**src/rtl/pic_ack_ctrl.sv**
```systemverilog
// 8259-style interrupt acknowledge controller.
// Resolves priority, runs the INTA sequence, owns ISR and EOI.
module pic_ack_ctrl #(
  parameter int NLEV     = 8,
  parameter bit AEOI_DEF = 1'b0
) (
  input  logic            clk,
  input  logic            rst,
  input  logic [NLEV-1:0] irr,
  input  logic [NLEV-1:0] imr,
  input  logic [4:0]      vbase,
  input  logic            aeoi_wr,
  input  logic            aeoi_val,
  input  logic            eoi,
  input  logic            eoi_sl,
  input  logic [2:0]      eoi_lvl,
  input  logic            inta,
  output logic            intr,
  output logic            freeze,
  output logic [NLEV-1:0] setzero,
  output logic [7:0]      busdata,
  output logic            en,
  output logic [NLEV-1:0] isr
);

  typedef enum logic [1:0] {
    IDLE,
    REQ,
    ACK1,
    ACK2
  } state_t;

  state_t state, state_n;

  logic            inta_q;
  logic            rise, fall;
  logic            aeoi;
  logic [2:0]      lvl, lvl_n;
  logic            spur, spur_n;
  logic [NLEV-1:0] req;
  logic            pend, blk;
  logic [2:0]      win;
  logic            intr_n, freeze_n, en_n;
  logic [NLEV-1:0] setzero_n, isr_n, eoi_clr;
  logic [7:0]      busdata_n;

  assign rise = inta & ~inta_q;
  assign fall = inta_q & ~inta;
  assign req  = irr & ~imr;

  // Scan from IR0; an in-service bit stops the scan.
  always_comb begin
    pend = 1'b0;
    blk  = 1'b0;
    win  = 3'd7;
    for (int i = 0; i < NLEV; i++) begin
      if (!blk && !pend) begin
        if (isr[i]) begin
          blk = 1'b1;
        end else if (req[i]) begin
          pend = 1'b1;
          win  = 3'(i);
        end
      end
    end
  end

  always_comb begin
    eoi_clr = '0;
    if (eoi) begin
      if (eoi_sl) eoi_clr[eoi_lvl] = 1'b1;
      else eoi_clr = isr & ~(isr - 1'b1);
    end
  end

  always_comb begin
    state_n   = state;
    intr_n    = intr;
    freeze_n  = freeze;
    en_n      = en;
    setzero_n = '0;
    busdata_n = busdata;
    lvl_n     = lvl;
    spur_n    = spur;
    isr_n     = isr & ~eoi_clr;
    unique case (state)
      IDLE: begin
        intr_n = 1'b0;
        if (pend) begin
          state_n = REQ;
          intr_n  = 1'b1;
        end
      end
      REQ: begin
        if (rise) begin
          state_n  = ACK1;
          lvl_n    = pend ? win : 3'd7;
          spur_n   = ~pend;
          freeze_n = 1'b0;
          intr_n   = 1'b0;
          // Set is applied after EOI clear so it wins.
          if (pend) begin
            setzero_n[win] = 1'b1;
            isr_n[win]     = 1'b1;
          end
        end
      end
      ACK1: begin
        if (fall) state_n = ACK2;
      end
      ACK2: begin
        if (rise) begin
          busdata_n = {vbase, lvl};
          en_n      = 1'b1;
        end
        if (fall) begin
          en_n     = 1'b0;
          freeze_n = 1'b1;
          state_n  = IDLE;
          if (aeoi && !spur) isr_n[lvl] = 1'b0;
        end
      end
      default: state_n = IDLE;
    endcase
  end

  always_ff @(posedge clk) begin
    if (rst) begin
      state   <= IDLE;
      inta_q  <= 1'b0;
      aeoi    <= AEOI_DEF;
      lvl     <= 3'd0;
      spur    <= 1'b0;
      intr    <= 1'b0;
      freeze  <= 1'b1;
      setzero <= '0;
      busdata <= 8'd0;
      en      <= 1'b0;
      isr     <= '0;
    end else begin
      state   <= state_n;
      inta_q  <= inta;
      if (aeoi_wr) aeoi <= aeoi_val;
      lvl     <= lvl_n;
      spur    <= spur_n;
      intr    <= intr_n;
      freeze  <= freeze_n;
      setzero <= setzero_n;
      busdata <= busdata_n;
      en      <= en_n;
      isr     <= isr_n;
    end
  end

endmodule

```
**config.mk**
```make
export PLATFORM = sky130hd
export DESIGN_NAME = pic_ack_ctrl
export DESIGN_NICKNAME = d
export VERILOG_FILES = /design/src/rtl/pic_ack_ctrl.sv
export SDC_FILE = /design/constraint.sdc
export NUM_CORES = 1
export LEC_CHECK = 0
export BUFFER_PORTS_ARGS = -buffer_cell sky130_fd_sc_hd__buf_2
export CORE_MARGIN = 2
export CORE_UTILIZATION = 45
export DETAILED_ROUTE_END_ITERATION = 10
export GPL_ROUTABILITY_DRIVEN = 0
export PLACE_DENSITY_LB_ADDON = 0.08
export SYNTH_ARGS = -nofsm -noshare
export SYNTH_HDL_FRONTEND = slang
export SYNTH_SLANG_ARGS = --single-unit
```
**constraint.sdc**
```tcl
create_clock -name clk -period 2.75 [get_ports clk]
set_clock_uncertainty 0.15 [all_clocks]
set_input_delay 0.4125 -clock clk [delete_from_list [all_inputs] [get_ports clk]]
set_output_delay 0.4125 -clock clk [all_outputs]
set_load 0.01 [all_outputs]
```
==> results.cfg <==
[run_status]
status = finished clean

[place]
hpwl_um = 3540
placedCellCount = 335
dp_slack_ns = 0.426
dpl_cell_area_um2 = 2170
io_buffers = 57

[route]
drc_errors = 0
drt_iter0_markers = 145
vias = 1884
viasPerCell = 5.49
drt_pass1_iterations = 4
wl_per_cell_um = 14.0
ant_nets = 0
wirelength_um = 4810

[clock_tree]
cts_hold_buffers = 0
post-cts-setup-buffers = 0
h-tree-depth = 2
cts.repair.resized = 0
cts_buffers = 5
clkTransAtPathRegs_ns = 0.08
clk_latency_ns = 0.29
clock-root-buffer = clkbuf_8
cts_sinks = 35
cts_buffer_depth = 2
cts_tree = yes

[setup_path]
reg2reg_slack_ns = 0.51
cp_top_family = simple AND/OR/NAND/NOR gates
setup.worst_path.end_class = register
r2r-start = isr[1]
critPathKind = reg -> reg
critPathCapture = setzero[6]
worst_r2r_path_depth = 6
rr_endpoint = setzero[6]
crit_path_start_kind = register
arrival_ns = 2.32
cp_max_fo = 8
critical_path_depth = 6
crit_required_ns = 2.83
startpoint = isr[1]
max_stage_delay_ns = 0.70
slowest_stage = or4_1
path_buf_inv = 0
crit_chain = or4_1, nor3_2, nand3_1, and3_4, or2_4, nor2_1

[sta]
hold_violations = 0
finalCriticalPeriod_ns = 2.24
setup_viol = 0
worstMarginPinSlew_ns = 0.572
slew_violations = 0
worst_slack_ns = 0.506
slew-limit-headroom = 0.615
fmaxAchievable_ghz = 0.446
rsz0062_at_grt = false
tns_ns = 0
timing.final.crit_share = 0.816

[grt]
antenna_found_initial = 0
grt.busiest_layer = met2
use_met3 = 0.0461
overflow = 0
grt_use_met1 = 0.309
grt_max_degree = 23
grt_use_total = 0.218
grt_pass1_wl_um = 7550
use_met2 = 0.333
grt_pass1_vias = 1628

[synthesis]
syn_inst = 235
ys_seq_area_frac = 0.380
synth_area_leaders = dfxtp_1 38%, nand2_1 5.5%, a21oi_1 5.4%, nand3_1 5.2%, nor2_1 4.9%
synth_compound_area_frac = 0.199
synth_top_cell_by_area = dfxtp_1
syn-mean-instance-area_um2 = 7.85
yosysUniqueCellTypes = 52
postSynthNetCount = 272
synth_simple_gate_area_frac = 0.317
ys_ff_latch = 35
dominantRegCellSynth = dfxtp_1
yosys-top-cells-count = 35 x dfxtp_1, 27 x nand2_1, 24 x nor2_1
syn_area_um2 = 1840
synth_warnings = 0
synth_xor_area_frac = 0
synth_most_common_cell = dfxtp_1
synth_edf_count = 0
synth_fa_ha_area_frac = 0.0407
synth.area.mux_share = 0.0109
async_flop_share = 0
synth_top_family_by_area = simple AND/OR/NAND/NOR gates
synth_top_area_share = 0.380

[floorplanning]
die_w_um = 68.0
rows = 23
dieArea_um2 = 4630
coreArea_um2 = 3970
io_pins = 58
dieHeight_um = 68.0
initial_core_util = 0.464

[flow_run]
cap_violations = 0

[layout]
syn_to_final_growth_pct = 22.5
diodes = 0
stdcell_area_um2 = 2260
drive_gt1_frac = 0.270
fillers = 417
fin_nets = 329
fin_cells = 343

[power_and_ir_drop]
p_leak_nw = 0.972
peakVddDrop_mv = 0.559
powerDensity_nw_per_um2 = 610

[worst_hold_path]
min_path_type = in -> reg
logic make-up (layout without fill, tap and decap cells):
| kind of cell | after synthesis | after routing |
|---|---|---|
| adders and majority gates | 6 | 6 |
| muxes | 2 | 2 |
| DFF | 35 | 35 |
| and+or+nand+nor | 113 | 113 |
| AOI/OAI and AO/OA | 56 | 56 |
| buffers and inverters | 23 | 81 |
worst reg2reg max path, stage by stage (launching register included):
cell     delay, ns
dfxtp_1       0.38
or4_1         0.70
nor3_2        0.24
nand3_1       0.16
and3_4        0.23
or2_4         0.24
nor2_1        0.09
worst min path at each step:
stage | cells after the start | to | startpoint | slack [ns]
floorplan | 2 | aeoi | aeoi | 0.31
global placement | 2 | busdata[7] | busdata[7] | 0.29
detailed placement | 2 | busdata[0] | busdata[0] | 0.30
CTS | 3 | aeoi | aeoi_val | 0.21
global route | 3 | busdata[7] | vbase[4] | 0.21
finish | 3 | aeoi | aeoi_val | 0.21
report_power, final:
part	internal [mW]	leakage (nW)	switching (mW)
clock	0.176	0.0402	0.204
sequential	0.549	0.284	0.0355
combinational	0.174	0.648	0.239
cell type report:
cell class / count / area, um2 / share of cell area
multi-input cells: 177 / 1050 / 0.463
flip-flops and latches: 35 / 701 / 0.310
repair buffers: 61 / 315 / 0.140
clock buffers: 5 / 68.8 / 0.0305
well taps: 50 / 62.6 / 0.0277
inverters: 12 / 45.0 / 0.0199
clock inverters: 3 / 20.0 / 0.00886
per-layer routing:
metal  routed length [um]  share of wire
met5                    0              0
met1                 2280           0.47
met2                 2130           0.44
met4                   40         0.0083
met3                  353          0.073
stage by stage:
| stage | utilization | power [mW] | hold slack (ns) |
|---|---|---|---|
| 2_1_floorplan | - | 0.877 | 0.310 |
| 3_3_place_gp | 0.547 | 1.01 | 0.291 |
| 3_5_place_dp | 0.547 | 1.01 | 0.297 |
| 4_1_cts | 0.569 | 1.39 | 0.206 |
| 5_1_grt | 0.569 | 1.47 | 0.211 |
| 6_report | 0.569 | 1.38 | 0.207 |
cell usage in the layout (no fill, tap or decap), types with 4 or more instances in the layout:
cell,count
nor4_1,4
buf_4,4
a21oi_1,20
dfxtp_1,35
inv_1,11
buf_2,57
nor3_1,7
clkbuf_8,5
ha_1,6
nor2_1,24
nor2b_1,5
nand2_1,27
nand2b_1,5
nand3_1,19
nand4_1,4
o21ai_0,11
sequential cells by signal, indices dropped and copies added (netlist names), 2 cells and up:
name and cells:
busdata 8, isr 8, lvl 3, setzero 8
state 2
Note: power is estimated with default switching activity, not from simulation.
